**src/rtl/var_state1.sv**
```systemverilog
// Per-variable state cell at the bottom of a clause-array column: holds value, implied flag,
// decision level and reason mark, and broadcasts value/level back up to the literal cells.
module var_state1 #(
  parameter int WIDTH_LVL = 16
) (
  input  logic                 clk,
  input  logic                 rst,
  input  logic [2:0]           var_value_down_i,
  input  logic [WIDTH_LVL-1:0] var_lvl_down_i,
  output logic [2:0]           var_value_o,
  output logic [WIDTH_LVL-1:0] var_lvl_o,
  input  logic                 apply_imply_i,
  input  logic                 apply_decide_i,
  input  logic [1:0]           decide_value_i,
  input  logic [WIDTH_LVL-1:0] cur_lvl_i,
  input  logic                 apply_analyze_i,
  input  logic                 apply_bkt_i,
  input  logic [WIDTH_LVL-1:0] bkt_lvl_i,
  input  logic                 wr_i,
  input  logic [1:0]           value_i,
  input  logic                 implied_i,
  input  logic [WIDTH_LVL-1:0] lvl_i,
  output logic                 new_imp_o,
  output logic                 conflict_o,
  output logic                 reason_o,
  output logic                 free_o
);

  typedef enum logic [1:0] {
    ST_FREE     = 2'd0,
    ST_DECIDED  = 2'd1,
    ST_IMPLIED  = 2'd2,
    ST_CONFLICT = 2'd3
  } state_t;

  state_t               state_r, state_s;
  logic [1:0]           value_r, value_s;
  logic                 implied_r, implied_s;
  logic [WIDTH_LVL-1:0] lvl_r, lvl_s;
  logic                 reason_r, reason_s;
  logic                 new_imp_r, new_imp_s;

  // Next-state logic: only the highest-priority asserted strobe acts in a given cycle.
  always_comb begin
    state_s   = state_r;
    value_s   = value_r;
    implied_s = implied_r;
    lvl_s     = lvl_r;
    reason_s  = reason_r;
    new_imp_s = 1'b0;
    if (wr_i) begin
      value_s   = value_i;
      implied_s = implied_i;
      lvl_s     = lvl_i;
      reason_s  = 1'b0;
      case (value_i)
        2'b00:   state_s = ST_FREE;
        2'b11:   state_s = ST_CONFLICT;
        default: state_s = implied_i ? ST_IMPLIED : ST_DECIDED;
      endcase
    end else if (apply_bkt_i) begin
      reason_s = 1'b0;
      // A conflicting variable is always undone; others only above the target level.
      if ((state_r != ST_FREE) && ((lvl_r > bkt_lvl_i) || (state_r == ST_CONFLICT))) begin
        state_s   = ST_FREE;
        value_s   = 2'b00;
        implied_s = 1'b0;
        lvl_s     = {WIDTH_LVL{1'b0}};
      end else begin
        state_s = state_r;
      end
    end else if (apply_decide_i) begin
      if ((state_r == ST_FREE) && ((decide_value_i == 2'b01) || (decide_value_i == 2'b10))) begin
        state_s   = ST_DECIDED;
        value_s   = decide_value_i;
        implied_s = 1'b0;
        lvl_s     = cur_lvl_i;
      end else begin
        state_s = state_r;
      end
    end else if (apply_imply_i) begin
      if ((state_r == ST_FREE) && var_value_down_i[0]) begin
        case (var_value_down_i[2:1])
          2'b01, 2'b10: begin
            state_s   = ST_IMPLIED;
            value_s   = var_value_down_i[2:1];
            implied_s = 1'b1;
            lvl_s     = var_lvl_down_i;
            new_imp_s = 1'b1;
          end
          2'b11: begin
            state_s   = ST_CONFLICT;
            value_s   = 2'b11;
            implied_s = 1'b1;
            lvl_s     = var_lvl_down_i;
          end
          default: state_s = state_r;
        endcase
      end else begin
        state_s = state_r;
      end
    end else if (apply_analyze_i) begin
      if ((state_r != ST_FREE) && (var_value_down_i[2:1] == 2'b11)) begin
        reason_s = 1'b1;
      end else begin
        reason_s = reason_r;
      end
    end else begin
      state_s = state_r;
    end
  end

  // State and field registers.
  always_ff @(posedge clk or posedge rst) begin
    if (rst) begin
      state_r   <= ST_FREE;
      value_r   <= 2'b00;
      implied_r <= 1'b0;
      lvl_r     <= {WIDTH_LVL{1'b0}};
      reason_r  <= 1'b0;
      new_imp_r <= 1'b0;
    end else begin
      state_r   <= state_s;
      value_r   <= value_s;
      implied_r <= implied_s;
      lvl_r     <= lvl_s;
      reason_r  <= reason_s;
      new_imp_r <= new_imp_s;
    end
  end

  assign var_value_o = {value_r, implied_r};
  assign var_lvl_o   = lvl_r;
  assign new_imp_o   = new_imp_r;
  assign conflict_o  = (state_r == ST_CONFLICT);
  assign reason_o    = reason_r;
  assign free_o      = (state_r == ST_FREE);

endmodule
```
**config.mk**
```make
export PLATFORM = sky130hd
export DESIGN_NAME = var_state1
export DESIGN_NICKNAME = d
export VERILOG_FILES = /design/src/rtl/var_state1.sv
export SDC_FILE = /design/constraint.sdc
export NUM_CORES = 1
export LEC_CHECK = 0
export ABC_CLOCK_PERIOD_IN_PS = 2600
export CAP_MARGIN = 20
export CORE_MARGIN = 5
export CORE_UTILIZATION = 39
export DETAILED_ROUTE_END_ITERATION = 12
export PLACE_DENSITY = 0.81
export SETUP_SLACK_MARGIN = 0.05
export SLEW_MARGIN = 20
export SYNTH_ARGS = -nofsm -noshare
export SYNTH_HDL_FRONTEND = slang
export SYNTH_SLANG_ARGS = --single-unit
```
**constraint.sdc**
```tcl
create_clock -name clk -period 2.6 [get_ports clk]
set_input_delay 0.65 -clock clk [delete_from_list [all_inputs] [get_ports clk]]
set_output_delay 0.65 -clock clk [all_outputs]
set_load 0.01 [all_outputs]
```
==> metrics, run 1 <==
status=finished clean; area of the mapped netlist=1868 µm²; Power Density=560.7 nW/µm²; CP arrival=2680 ps; drt wl/cell=roughly 17 µm; CP cell instances=clkbuf_2 -> inv_2 -> ha_4 -> nand4_1 -> or4_4 -> a21o_1 -> nand3_2 -> nand3_4 -> buf_12 -> buf_16 -> mux2_4; Main synth FF type=dfrtp_1; Die Y=approximately 80 µm; synth unique cells=35; EDFF count, synth=0; crit end category=flop; Clock Skew=between 3 and 4 ps; RePlAce Congestion=0.7784; Fillers=approximately 320; post-DR vias/cell=between 5 and 6; CTS tree=done; Post-DRT Antenna Nets=0; Gate Count Post-Synth=slightly above 200; critical path class=primary input to flop; Root Buffer=clkbuf_8; Period minus WS final=2530 ps; post-synth top area cell=dfrtp_1; wire length of the first global-routing pass=between 9000 and 10000 µm; post-route DRC violation count=0; DIE WIDTH=slightly below 80 µm; Final Non-Filler Cells=388; initial core utilization=0.3981; synth warn=0; ranking of synthesized cells by area=dfrtp_1, ha_1, mux2i_1; Die Area=6274 µm²; critical path's top delay family=simple AND/OR/NAND/NOR gates; setup ws final=69.92 ps; number of buffers created by CTS=3; htree depth=1; Hold/Removal Path Class=flop to flop; static leakage=1.584 nW; GR Util All Layers=0.2008; slowest stage delay, CP=520 ps; remaining global-route overflow=0; layout cells sized above 1=0.3263; Avg Inst Size Synth=9.202 µm²; Critical Path Fanout Max=5; drt pass-1 iters=6; CTS Buffer Depth=2; largest net degree at the start of global routing=24; IO Count=a little over 100; initial antenna violation count=0; Port Buffers=just over 100; Tightest Pin Transition=367.2 ps; Final Hold Viols=0; Core Region=4692 µm²; worst path buffer plus inverter count=4; clk_lat worst skew=roughly 260 ps; row count=25; Via Count=about 2000; Initial DRC Count=88; DRT Wirelength=6711 µm; Synth Register Bits=23; CP Launch Type=primary input; fmax=approximately 400 MHz; VDD IR-drop max=305.0 µV; CTS hold repair buffers=0; async set-or-reset flop fraction in the synthesized netlist=1.000; Inst Count DP=about 370; sequential share of the synthesized area=0.3081; synth-to-layout area growth=84.93%; n_diodes=0; nets=approximately 430; slowest stage cell, crit path=or4_4; Worst slew margin=0.7526; Max Cap Viol=0; clock sinks=23; hpwl dp=4756 µm; DP Worst Slack=-639.3 ps; post-synth top area share=0.3081; critical path required time=2750 ps; clock slew at reported path FFs=about 80 ps; Setup-failing EPs final=0; Mapped Nets=301; RSZ-0062 raised after global routing=no; setup tns final=0 ps; vias in the first global route=about 2100; final worst-path cycle share=0.9731; Pins Over Slew Limit=0
timing repair:
action	CTS	global route
setup buffers	10	6
pin swaps	5	13
endpoints found under the setup margin	21	20
gates resized for setup	35	50
gates cloned	1	0
cells in the final DEF (no fill, tap or decap), drive strengths merged, types with 2 or more instances in the layout:
master,Yosys,final
clkdlybuf4s50,0,86
nor2b,4,4
clkbuf,4,16
nand4,3,3
o21ai,21,21
ha,19,19
a21oi,8,8
a32oi,2,2
nand2,24,24
dlymetal6s2s,0,3
and2,2,2
inv,24,24
nand3,4,4
dfrtp,23,23
nor3,3,3
o31ai,2,2
mux2i,18,18
nor2,8,8
buf,4,34
mux2,18,18
a21o,2,2
cell usage after synthesis (3+ instances only):
cell type	n
nor3_1	3
nand2_1	24
mux2i_1	18
inv_1	24
o21ai_0	21
mux2_2	10
nor2_1	8
mux2_4	8
dfrtp_1	23
a21oi_1	8
ha_1	19
clkbuf_1	4
nor2b_1	4
metal layers:
metal	global-route usage	share of wire	vias to the layer above
met5	0	0	-
met4	0.02062	0.011	0
met3	0.03061	0.041	8
met2	0.3965	0.56	61
met1	0.2321	0.39	977
li1	-	-	974
worst register-to-register path, stage by stage (launching register included):
cell     delay [ps]
dfrtp_1         460
ha_4            300
nand4_1         120
or4_4           520
a21o_1          180
nand3_2         120
nand3_4         130
buf_12          160
buf_16          130
mux2_4          290
stage by stage:
stage	util	instance area, µm²	hold slack, ps	power (mW)
detailed placement	0.6509	3054	500.6	1.408
floorplan	-	1893	488.9	0.9616
CTS	0.7061	3313	516.4	1.801
global route	0.7363	3455	561.3	2.051
finish	0.7363	3455	510.1	1.937
global placement	0.6509	3054	489.7	1.378
cells by family (layout without fill, tap and decap cells):
kind of cell	count (synthesis)	in the layout	synth area share
buf+inv	32	163	0.07234
xor+xnor	1	1	0.004689
flops	23	23	0.3081
mux	36	36	0.2210
simple gates	52	52	0.1433
fa+ha+maj	19	19	0.1273
compound gates	40	40	0.1232
sequential cells by signal, indices dropped and copies added, names as in the netlist:
register / cells
implied_r: 1
value_r: 2
state_r: 2
var_lvl_o: 16
reason_o: 1
new_imp_o: 1
final timing paths:
| check | from | to | slack [ps] | depth (start not counted) |
|---|---|---|---|---|
| min in group asynchronous | rst | var_lvl_o[7]$_DFFE_PP0P_ | 730 | 3 |
| min | reason_o$_DFFE_PP0P_ | reason_o$_DFFE_PP0P_ | 510 | 2 |
| max | bkt_lvl_i[6] | var_lvl_o[10]$_DFFE_PP0P_ | 70 | 11 |
| max in group asynchronous | rst | state_r[0]$_DFFE_PP0P_ | 1630 | 3 |
| min reg2reg | reason_o$_DFFE_PP0P_ | reason_o$_DFFE_PP0P_ | 510 | 2 |
| max reg2reg | var_lvl_o[6]$_DFFE_PP0P_ | var_lvl_o[10]$_DFFE_PP0P_ | 80 | 9 |
final cells by class:
class	count	area [µm²]	share of cell area
Tap cell	54	67.56	0.01956
Clock buffer	4	45.04	0.01304
Inverter	24	90.09	0.02608
Timing Repair Buffer	135	1262	0.3654
Sequential cell	23	575.6	0.1666
Multi-Input combinational cell	148	1414	0.4093
where the power goes:
part           internal (mW)  switching, mW  total [mW]
Sequential             0.448          0.118       0.566
Combinational          0.709          0.439        1.15
Clock                  0.109          0.114       0.223
Total                   1.27          0.671        1.94
Power figures use the tool's default switching activity.
==> run 2: changes to the inputs <==
--- a/config.mk
+++ b/config.mk
@@ -7,7 +7,6 @@
 export LEC_CHECK = 0
 export ABC_CLOCK_PERIOD_IN_PS = 2600
 export CAP_MARGIN = 20
-export CORE_MARGIN = 5
 export CORE_UTILIZATION = 39
 export DETAILED_ROUTE_END_ITERATION = 12
 export PLACE_DENSITY = 0.81
==> run 2 against run 1 <==
Effect of this change:
- the run now ends with design-rule violations left
- maximum frequency hardly changed
- first-iteration DRC count is 51% lower
- critical path depth stayed put
- total power is 4.3% lower
- final cell count is 2.6% lower
- clock skew is 2.3 ps higher
- sequential share of layout area is 0.48 points higher
- global-route usage is 3.7 points higher
- via count is 4.9% lower
- combinational power is 8% lower
- wire length is 11% lower
==> metrics, run 2 (synthesis results as in run 1) <==
status=finished, violations left; failing checks=design-rule violations; flop2flop setup slack=120 ps; Tightest Pin Transition=283.1 ps; RSZ-0062 raised after global routing=no; critical path required time=between 2000 and 3000 ps; number of flip-flops in the largest register=16; Final Hold Viols=0; commonest non-fill, non-tap cell in the layout=clkdlybuf4s50_1; worst hold endpoint=reason_o$_DFFE_PP0P_; Top Metal Used=met4; CP startpoint=bkt_lvl_i[12]; Die Y=71.21 µm; most frequent cells in the layout=clkdlybuf4s50_1, dfrtp_1, buf_4; slowest stage cell, crit path=or4_4; DRT Wirelength=5967 µm; fmax=395.0 MHz; Initial DRC Count=between 40 and 50; Port Buffers=101; clk_lat worst skew=270 ps; critical path's top delay family=simple AND/OR/NAND/NOR gates; CTS Buffer Depth=2; GR Util All Layers=0.2378; Final Instance Area=3357 µm²; Setup-failing EPs final=0; Worst slew margin=0.8093; Critical Path Fanout Max=7; largest net degree at the start of global routing=24; Die Area=5071 µm²; layout cells sized above 1=0.2914; Hold/Removal Path Class=flop to flop; Post-DRT Antenna Nets=0; number of cells on the worst hold path=2; CP cell instances=clkdlybuf4s15_1 -> inv_2 -> ha_4 -> nand4_4 -> or4_4 -> a21o_1 -> nand3_4 -> nand3_4 -> buf_12 -> buf_12 -> mux2_4; drt pass-1 iters=8; clock sinks=23; initial antenna violation count=0; DP Worst Slack=-564.1 ps; row count=24; IO Count=approximately 100; critical path class=primary input to flop; Worst Reg2Reg Path Length in Cells=9; vias in the first global route=slightly above 2000; final worst-path cycle share=0.9738; CP arrival=2680 ps; Via Count=1921; Final Power=approximately 1.9 mW; DRT met1 WL=2494 µm; setup ws final=about 70 ps; worst path buffer plus inverter count=4; Power Density=552.2 nW/µm²; Critical Path Stages=11; Crit Reg-Reg Endpoint=var_lvl_o[10]$_DFFE_PP0P_; WL met3=173 µm; clock slew at reported path FFs=around 80 ps; Clock Skew=5.872 ps; post-route DRC violation count=5; n_diodes=0; Placed Area=3057 µm²; DIE WIDTH=slightly above 70 µm; Fillers=307; CTS tree=done; RePlAce Congestion=~0.79; synth-to-layout area growth=79.71%; met2 WL=3248 µm; crit end category=flop; worst reg2reg path startpoint=var_lvl_o[6]$_DFFE_PP0P_; VDD IR-drop max=311.6 µV; number of buffers created by CTS=3; Max Cap Viol=0; post-DR vias/cell=5.082; remaining global-route overflow=0; nets=425; static leakage=1.519 nW; wire length of the first global-routing pass=9453 µm; htree depth=1; Pins Over Slew Limit=0; CTS hold repair buffers=0; Period minus WS final=2532 ps; initial core utilization=0.4175; startpoint of the worst hold path=reason_o$_DFFE_PP0P_; drt wl/cell=15.79 µm; Core Region=4474 µm²; hpwl dp=4354 µm; slowest stage delay, CP=about 460 ps; Root Buffer=clkbuf_8; CP Launch Type=primary input
run 2: how the worst max path moves through the flow:
stage | to | slack (ps)
2_1_floorplan | var_lvl_o[10]$_DFFE_PP0P_ | 50
3_3_place_gp | var_lvl_o[12]$_DFFE_PP0P_ | -490
3_5_place_dp | var_lvl_o[14]$_DFFE_PP0P_ | -560
4_1_cts | var_lvl_o[5]$_DFFE_PP0P_ | 50
5_1_grt | var_lvl_o[10]$_DFFE_PP0P_ | 10
6_report | var_lvl_o[10]$_DFFE_PP0P_ | 70
run 2: tightest hold or removal path, cell delays in order, from the launching register on:
cell	delay (ps)
dfrtp_1	350
nor2_1	50
nor2_1	70
run 2: power by group:
group,total [mW],internal [mW],switching (mW)
combinational,1.06,0.659,0.398
sequential,0.568,0.448,0.120
clock,0.228,0.110,0.118
total,1.85,1.22,0.637
run 2: per-layer routing:
layer  track usage  vias up
met1        0.2803      911
met2        0.4582       53
li1              -      953
met4       0.04889        0
met3       0.03094        4
met5             0        -
run 2: stage by stage:
stage                     std cells    util  TNS [ps]  hold WS (ps)
after global placement          364  0.6832     -9240         487.0
after global routing            378  0.7503         0         530.6
after detailed placement        364  0.6832    -10640         489.4
after floorplan                 203       -         0         488.9
final                           378  0.7503         0         498.7
after CTS                       376  0.7411         0         508.5
run 2: timing repair:
| item | 4_1_cts | 5_1_grt |
|---|---|---|
| pin swaps | 15 | 15 |
| endpoints found under the setup margin | 21 | 19 |
| gates resized for setup | 42 | 32 |
| buffers inserted | 8 | 2 |
| gates cloned | 1 | 0 |
run 2: final cells by class:
| class | count | area, µm² | share of cell area |
|---|---|---|---|
| Inverter | 24 | 90.09 | 0.02684 |
| Clock buffer | 4 | 45.04 | 0.01342 |
| Multi-Input combinational cell | 148 | 1385 | 0.4126 |
| Timing Repair Buffer | 127 | 1196 | 0.3563 |
| Tap cell | 52 | 65.06 | 0.01938 |
| Sequential cell | 23 | 575.6 | 0.1714 |
==> run 3: changes to the inputs <==
--- a/config.mk
+++ b/config.mk
@@ -10,7 +10,6 @@
 export CORE_UTILIZATION = 39
 export DETAILED_ROUTE_END_ITERATION = 12
 export PLACE_DENSITY = 0.81
-export SETUP_SLACK_MARGIN = 0.05
 export SLEW_MARGIN = 20
 export SYNTH_ARGS = -nofsm -noshare
 export SYNTH_HDL_FRONTEND = slang
==> run 3 against run 2 <==
Effect of this change:
- the run still ends with design-rule violations left
- final area shrank 1.7%
- final cell count decreased by 1.6%
- clock skew up 1.0 ps
- flip-flop and latch count did not move
- largest power group unchanged
==> metrics, run 3 (synthesis results as in run 1) <==
status=finished, violations left; failing checks=design-rule violations; CTS hold repair buffers=0; slowest stage cell, crit path=or4_4; post-DR vias/cell=5.102; DP Worst Slack=-581.8 ps; Die Y=between 70 and 80 µm; Worst slew margin=0.7776; nets=419; number of flip-flops in the largest register=16; synth-to-layout area growth=76.62%; worst hold endpoint=reason_o$_DFFE_PP0P_; CTS tree=done; RePlAce Congestion=0.7639; Tightest Pin Transition=330.1 ps; slowest stage delay, CP=550 ps; layout cells sized above 1=0.2188; initial core utilization=0.4175; static leakage=1.491 nW; Port Buffers=101; CP Launch Type=primary input; DRT Wirelength=5809 µm; startpoint of the worst hold path=reason_o$_DFFE_PP0P_; Root Buffer=clkbuf_8; Die Area=5071 µm²; CP arrival=2710 ps; IO Count=102; number of cells on the worst hold path=2; clock sinks=23; crit end category=flop; row count=24; Final Instance Area=3299 µm²; Worst Reg2Reg Path Length in Cells=8; Post-DRT Antenna Nets=0; Pins Over Slew Limit=0; commonest non-fill, non-tap cell in the layout=clkdlybuf4s50_1; drt wl/cell=15.62 µm; Max Cap Viol=0; DIE WIDTH=71.21 µm; wire length of the first global-routing pass=about 9400 µm; drt pass-1 iters=9; vias in the first global route=around 2000; Setup-failing EPs final=0; CTS Buffer Depth=2; Via Count=1898; VDD IR-drop max=297.2 µV; setup ws final=between 30 and 40 ps; clk_lat worst skew=270 ps; fmax=390.0 MHz; clock slew at reported path FFs=90 ps; Crit Reg-Reg Endpoint=var_lvl_o[14]$_DFFE_PP0P_; Fillers=324; critical path required time=2750 ps; critical path class=primary input to flop; critical path's top delay family=simple AND/OR/NAND/NOR gates; largest net degree at the start of global routing=24; flop2flop setup slack=210 ps; Period minus WS final=2564 ps; hpwl dp=4359 µm; Initial DRC Count=60; Core Region=4474 µm²; Placed Area=slightly above 3000 µm²; CP cell instances=dlygate4sd2_1 -> inv_2 -> ha_4 -> nand2_2 -> or4_4 -> a21o_1 -> nand3_4 -> nand3_4 -> buf_12 -> mux2_4; Power Density=546.3 nW/µm²; Final Hold Viols=0; post-route DRC violation count=6; most frequent cells in the layout=clkdlybuf4s50_1, nand2_1, dfrtp_1; htree depth=1; worst path buffer plus inverter count=3; n_diodes=0; initial antenna violation count=0; Clock Skew=6.909 ps; GR Util All Layers=0.2347; number of buffers created by CTS=3; cell mode on critical path=nand3_4; final worst-path cycle share=0.9862; Critical Path Fanout Max=7; Hold/Removal Path Class=flop to flop; remaining global-route overflow=0; worst reg2reg path startpoint=var_lvl_o[9]$_DFFE_PP0P_
## run 3: how the worst max path moves through the flow
stage	start	depth (start not counted)	slack, ps	endpoint
2_1_floorplan	bkt_lvl_i[7]	9	40	var_lvl_o[10]$_DFFE_PP0P_
3_3_place_gp	bkt_lvl_i[6]	10	-480	var_lvl_o[12]$_DFFE_PP0P_
3_5_place_dp	bkt_lvl_i[6]	10	-580	var_lvl_o[13]$_DFFE_PP0P_
4_1_cts	bkt_lvl_i[5]	10	50	var_lvl_o[4]$_DFFE_PP0P_
5_1_grt	apply_bkt_i	9	-20	var_lvl_o[15]$_DFFE_PP0P_
6_report	bkt_lvl_i[11]	10	40	var_lvl_o[14]$_DFFE_PP0P_
## run 3: timing repair
item,in CTS,in global routing
endpoints found under the setup margin,21,4
gates resized for setup,35,6
cloned,1,0
pin swaps,2,2
setup buffers,4,0
## run 3: through the flow
stage | util | power [mW] | setup TNS, ps | hold slack (ps) | std cells
after floorplan | - | 0.9560 | 0 | 488.9 | 203
after global routing | 0.7374 | 1.908 | -92.91 | 555.4 | 372
after detailed placement | 0.6787 | 1.403 | -11010 | 500.8 | 363
after global placement | 0.6787 | 1.377 | -9070 | 486.4 | 363
final | 0.7374 | 1.802 | 0 | 517.2 | 372
after CTS | 0.7262 | 1.751 | 0 | 519.2 | 372
## run 3: metal layers
layer | GRT usage | part of all wire | vias up
met3 | 0.02532 | 0.040 | 8
met2 | 0.4402 | 0.55 | 50
met1 | 0.2892 | 0.40 | 895
met5 | 0 | 0 | -
met4 | 0.05111 | 0.0091 | 0
li1 | - | - | 945
## run 3: area by class of cell
| cell class | count | area, µm² | area share |
|---|---|---|---|
| clock buffers | 3 | 41.29 | 0.01251 |
| clock inverters | 1 | 5.005 | 0.001517 |
| inverters | 24 | 90.09 | 0.02730 |
| multi-input cells | 148 | 1340 | 0.4061 |
| flip-flops and latches | 23 | 575.6 | 0.1744 |
| well taps | 52 | 65.06 | 0.01972 |
| repair buffers | 121 | 1182 | 0.3584 |
## run 3: where the power goes
group	switching, mW	total (mW)	leakage [nW]	internal, mW
registers	0.113	0.561	0.289	0.448
logic	0.392	1.02	1.18	0.624
clock network	0.118	0.225	0.0255	0.107
total	0.623	1.80	1.49	1.18
## run 3: worst register-to-register path: stages, from the launching register on
cell	delay, ps
dfrtp_1	450
ha_4	290
nand2_1	60
or4_4	570
a21o_1	200
nand3_4	90
nand3_4	130
buf_12	190
mux2_4	290
